$ cat src/rtl/mem_arbiter_pkg.sv
// Shared types and constants for the cache-to-RAM arbiter.
// Arbiter FSM states are plain logic constants so older encodings remain valid.
package mem_arbiter_pkg;

  typedef logic [31:0] word_t;

  typedef enum logic [1:0] {
    FREE   = 2'd0,
    BUSY   = 2'd1,
    ACCESS = 2'd2,
    ERROR  = 2'd3
  } ramstate_t;

  typedef logic [1:0] arb_state_t;

  localparam arb_state_t IDLE  = 2'd0;
  localparam arb_state_t D_ACC = 2'd1;
  localparam arb_state_t I_ACC = 2'd2;

  localparam int CNT_W = 4;

  // Saturating increment used by the starvation counter.
  function automatic logic [CNT_W-1:0] sat_inc(input logic [CNT_W-1:0] v,
                                               input logic [CNT_W-1:0] lim);
    return (v >= lim) ? lim : v + 1'b1;
  endfunction

endpackage

$ cat src/rtl/mem_arbiter.sv
// Single-port RAM arbiter between dcache (read/write) and icache (read only).
// dcache wins by priority; icache is forced after STARVE_LIMIT back-to-back dcache grants.
module mem_arbiter
  import mem_arbiter_pkg::*;
#(
  parameter int unsigned STARVE_LIMIT = 4
) (
  input  logic        CLK,
  input  logic        nRST,
  input  logic        iREN,
  input  logic [31:0] iaddr,
  output logic [31:0] iload,
  output logic        iwait,
  input  logic        dREN,
  input  logic        dWEN,
  input  logic [31:0] daddr,
  input  logic [31:0] dstore,
  output logic [31:0] dload,
  output logic        dwait,
  output logic        ramREN,
  output logic        ramWEN,
  output logic [31:0] ramaddr,
  output logic [31:0] ramstore,
  input  logic [31:0] ramload,
  input  logic [1:0]  ramstate,
  output logic        mem_err
);

  localparam logic [CNT_W-1:0] LIMIT = CNT_W'(STARVE_LIMIT);

  arb_state_t       state_q, state_d;
  logic [CNT_W-1:0] starve_q, starve_d;
  logic             mem_err_q, mem_err_d;
  logic             d_req;
  logic             granted;

  assign d_req   = dREN | dWEN;
  assign granted = (state_q == D_ACC) || (state_q == I_ACC);
  assign mem_err = mem_err_q;

  // RAM outputs decode straight from state_q so an async reset drops them at once.
  always_comb begin
    state_d   = state_q;
    starve_d  = starve_q;
    mem_err_d = mem_err_q | (granted && (ramstate == ERROR));
    ramREN    = 1'b0;
    ramWEN    = 1'b0;
    ramaddr   = '0;
    ramstore  = '0;
    iwait     = 1'b1;
    dwait     = 1'b1;
    iload     = '0;
    dload     = '0;

    case (state_q)
      IDLE: begin
        if (iREN && (starve_q == LIMIT)) begin
          state_d = I_ACC;
        end else if (d_req) begin
          state_d = D_ACC;
        end else if (iREN) begin
          state_d = I_ACC;
        end
      end

      D_ACC: begin
        ramWEN   = dWEN;
        ramREN   = dREN & ~dWEN;
        ramaddr  = daddr;
        ramstore = dstore;
        if (!d_req) begin
          // Abandoned request: no completion and the streak is left untouched.
          state_d = IDLE;
        end else if (ramstate == ACCESS) begin
          dwait    = 1'b0;
          dload    = ramload;
          state_d  = IDLE;
          starve_d = iREN ? sat_inc(starve_q, LIMIT) : '0;
        end
      end

      I_ACC: begin
        ramREN  = 1'b1;
        ramaddr = iaddr;
        if (!iREN) begin
          state_d = IDLE;
        end else if (ramstate == ACCESS) begin
          iwait    = 1'b0;
          iload    = ramload;
          state_d  = IDLE;
          starve_d = '0;
        end
      end

      default: state_d = IDLE;
    endcase
  end

  always_ff @(posedge CLK or negedge nRST) begin
    if (!nRST) begin
      state_q   <= IDLE;
      starve_q  <= '0;
      mem_err_q <= 1'b0;
    end else begin
      state_q   <= state_d;
      starve_q  <= starve_d;
      mem_err_q <= mem_err_d;
    end
  end

endmodule

$ cat config.mk
export PLATFORM = sky130hd
export DESIGN_NAME = mem_arbiter
export DESIGN_NICKNAME = d
export VERILOG_FILES = /design/src/rtl/mem_arbiter_pkg.sv /design/src/rtl/mem_arbiter.sv
export SDC_FILE = /design/constraint.sdc
export NUM_CORES = 1
export LEC_CHECK = 0
export BUFFER_PORTS_ARGS = -buffer_cell sky130_fd_sc_hd__clkbuf_2
export CAP_MARGIN = 15
export CELL_PAD_IN_SITES_DETAIL_PLACEMENT = 1
export CELL_PAD_IN_SITES_GLOBAL_PLACEMENT = 1
export CORE_MARGIN = 2
export CORE_UTILIZATION = 17
export CTS_BUF_LIST = sky130_fd_sc_hd__clkbuf_4
export CTS_CLUSTER_SIZE = 28
export DETAILED_ROUTE_END_ITERATION = 10
export HOLD_SLACK_MARGIN = 0.15
export PLACE_DENSITY = 0.91
export SKIP_CTS_REPAIR_TIMING = 1
export SLEW_MARGIN = 20
export SYNTH_ARGS = -nofsm -noshare
export SYNTH_HDL_FRONTEND = slang
export SYNTH_SLANG_ARGS = --single-unit
$ cat constraint.sdc
create_clock -name CLK -period 2 [get_ports CLK]
set_input_delay 0.3 -clock CLK [delete_from_list [all_inputs] [get_ports CLK]]
set_output_delay 0.3 -clock CLK [all_outputs]
set_load 0.005 [all_outputs]
==> out/results.md <==
### Global routing
- 12.9 mm — wire length of the first global-routing pass
- 2,619 — vias in the first global route
- 68 — pin count of the biggest net entering global routing
- 0.154 — total global-route track usage
- 1 — antenna violations before repair
- 0 — total congestion overflow after global routing

### Setup path
- flip-flops — family with the most delay on the worst path
- state_q[1] — launch instance of the worst register-to-register path
- 0.23 ns — slack of the worst reg-to-reg path
- 5 — count of cells along the worst register-to-register path
- inv_2 -> ha_4 -> nand2_4 -> nor2_4 -> buf_12 -> and2_1 -> clkbuf_2 — Cell Chain, Critical Path
- reg2out — Worst Path Class, Setup
- iload[11] — endpoint of the worst setup timing path
- 0.45 ns — delay of the slowest cell on the worst path
- starve_q[1] — worst flop-to-flop path endpoint
- 1.71 ns — Worst EP arrival
- 17 — crit-path max FO
- state_q[0] — startpoint of the most critical setup path
- 3 — number of buffers and inverters on the critical path
- 7 — count of cell instances traversed by the critical path
- flip-flop — sort of element at the start of the critical path
- 1.70 ns — Crit path required time
- dfrtp_2 — Crit-path slowest cell
- primary output — kind of end point of the critical path

### STA
- true — unrepaired setup endpoints after global routing
- 498 MHz — maximum clock rate
- -0.00968 ns — min setup slack post-route
- 2 — Final setup viols
- 0.470 ns — Worst-Margin Slew
- 0.00431 ns — setup clock skew after layout
- 0 — Hold Violations, Final
- 0 — final number of max-transition violations
- 2.01 ns — post-route minimum period
- 0.687 — tightest slew margin relative to the limit
- -0.0110 ns — setup TNS
- 1.00 — Period Utilization, post-route

### Synth
- 0 — synthesis warning total
- 0.365 — Yosys top cell area share
- 0.104 — sequential element share of the synthesized area
- and2_1 36%, a22oi_1 14%, nor2b_1 13% — top cells by area, synth
- 32 — count of cell types in the netlist
- 1680 µm² — combined area of all synthesized cells
- 7 — post-synthesis sequential element count
- and2_1 — cell type contributing the most total cell area after synthesis
- 381 — synthesized net count
- 240 — Cells after Synth
- 7.00 µm² — Mean Syn Cell Area

### Pwr
- 0.398 mV — IR drop worst, VDD
- 1.37 mW — internal power contribution
- 0.055 — clock share of power
- 0.856 — Comb power frac
- 0.461 — switching power as a share of total power
- 0.089 — fraction of power consumed by sequential logic
- 1.17 mW — net switching power
- 716 nW/µm² — pwr/cell area
- 1.99 nW — Leakage

### Floorplan
- 36 — standard-cell row count
- 103 µm — Die Span X
- 9680 µm² — Core Box Area
- 268 — ports placed on the boundary
- 10,700 µm² — die outline area
- 0.174 — effective utilization at floorplan
- 103 µm — die boundary height

### Routing
- 4.38 — via count normalized by instance count
- 16.1 µm — routed len/inst
- 4 — Pre-Repair DR Iteration Count
- 37 — number of violations reported at the end of detailed-routing iteration 0
- 2,812 — number of vias in the routed layout
- 0 — DRC errors left
- 10.4 mm — total detailed-routing wirelength
- 0 — antenna viol nets, final

### Place
- 626 — placed insts
- 267 — port bufs
- 8.33 mm — HPWL after detailed placement
- 0.849 — Final Wtd Congestion

### Clock network
- 3 — CTS Buf Count
- yes — TritonCTS clock tree
- clkbuf_4 — clock root buffer
- 0.05 ns — clock transition at the register clock pins on the worst setup and hold paths after CTS
- 2 — Max Buffers Root-to-Sink
- 7 — CTS sink count
- 0.25 ns — clock latency reported for the late side of the worst-skew pair
- 1 — number of H-tree levels

### Outcome
- complete, but fails checks — result of the run
- negative setup slack — violations in the final reports

### Layout
- 642 — post-route non-filler standard cell count
- 0.626 — share of post-route cells with drive strength above 1
- 112% — area delta synth->final
- 650 — Final Net Count

### Hold path
- ramstate[0] — Worst Min Path Start
- in2reg — Tightest Hold Check Type

### Run
- 0 — number of violations of the max-capacitance limit

worst min path at each step:
stage / endpoint / slack [ns] / cells after the start
2_1_floorplan: mem_err / 0.004 / 0
3_3_place_gp: mem_err / 0.15 / 1
3_5_place_dp: mem_err / 0.16 / 1
4_1_cts: mem_err / -0.12 / 1
5_1_grt: mem_err / 0.30 / 2
6_report: mem_err / 0.30 / 2
registers in the layout, indices dropped and copies added, names as in the netlist:
signal,count
starve_q,4
state_q,2
mem_err,1
per-stage QoR:
stage	area, µm²	power, mW	util	setup WS (ns)	hold WS (ns)
final	3560	2.55	0.367	-0.00968	0.303
after global routing	3560	2.80	0.367	-0.100	0.298
after CTS	3230	2.42	0.334	-0.158	-0.122
after detailed placement	3200	2.27	0.330	0.121	0.159
after global placement	3200	2.17	0.330	0.184	0.150
after floorplan	1680	1.32	-	0.277	0.00441
final cells by class:
cell class / count / area, µm²
diodes: 1 / 2.50
clock buffers: 4 / 30.0
fillers: 1262 / 6130
inverters: 10 / 37.5
multi-input cells: 202 / 1470
flip-flops and latches: 7 / 178
well taps: 133 / 166
repair buffers: 285 / 1680
power by group through the flow:
stage | Combinational [mW] | Sequential (mW) | Clock, mW
6_report | 2.18 | 0.226 | 0.141
5_1_grt | 2.41 | 0.232 | 0.166
4_1_cts | 2.06 | 0.213 | 0.153
3_5_place_dp | 2.05 | 0.216 | 0
3_3_place_gp | 1.96 | 0.209 | 0
2_1_floorplan | 1.11 | 0.205 | 0
cells in the final DEF, fill, tap and decap left out, types with 2 or more instances in the layout:
cell,instances
a22oi_1,32
and2_1,81
and2_4,17
and4b_1,2
buf_12,4
buf_2,15
buf_4,6
buf_6,21
clkbuf_16,2
clkbuf_2,236
clkbuf_4,4
dfrtp_1,5
dfrtp_2,2
ha_1,4
ha_4,2
inv_1,7
inv_2,3
nand2_1,3
nand2b_1,2
nor2_1,3
nor2b_1,34
o2111ai_1,2
o21a_1,2
synthesized netlist by cell type:
cell       number
nand3_1         1
or3_1           1
nand2_2         1
a22oi_1        32
and2_1         98
nor4b_1         1
mux2_1          1
nand3b_1        1
ha_1            6
and4b_1         2
buf_2           7
o32ai_1         1
nand2_1         3
a221oi_1        1
o21a_1          2
dfrtp_1         7
nor3_2          1
nand4b_1        1
o41a_1          1
nor2_2          1
a221oi_2        1
buf_1           3
mux2i_1         1
nor2b_1        34
o211ai_1        1
nand2b_1        2
a31o_2          1
nor2_1          4
clkbuf_1       11
inv_1          10
o2111ai_1       2
nor3b_1         1
routing by layer:
layer	vias up	global-route usage	wire, µm
met5	-	0	0
met3	10	0.0168	906
met1	1303	0.165	3480
met2	165	0.310	5770
met4	0	0.0445	193
li1	1334	-	-
logic make-up after synthesis:
logic type | share of synthesized area
adders and majority gates | 0.0447
muxes | 0.0127
buffers and inverters | 0.0745
DFF | 0.104
and+or+nand+nor | 0.566
AOI/OAI and AO/OA | 0.198
(Power assumes the default switching activity.)
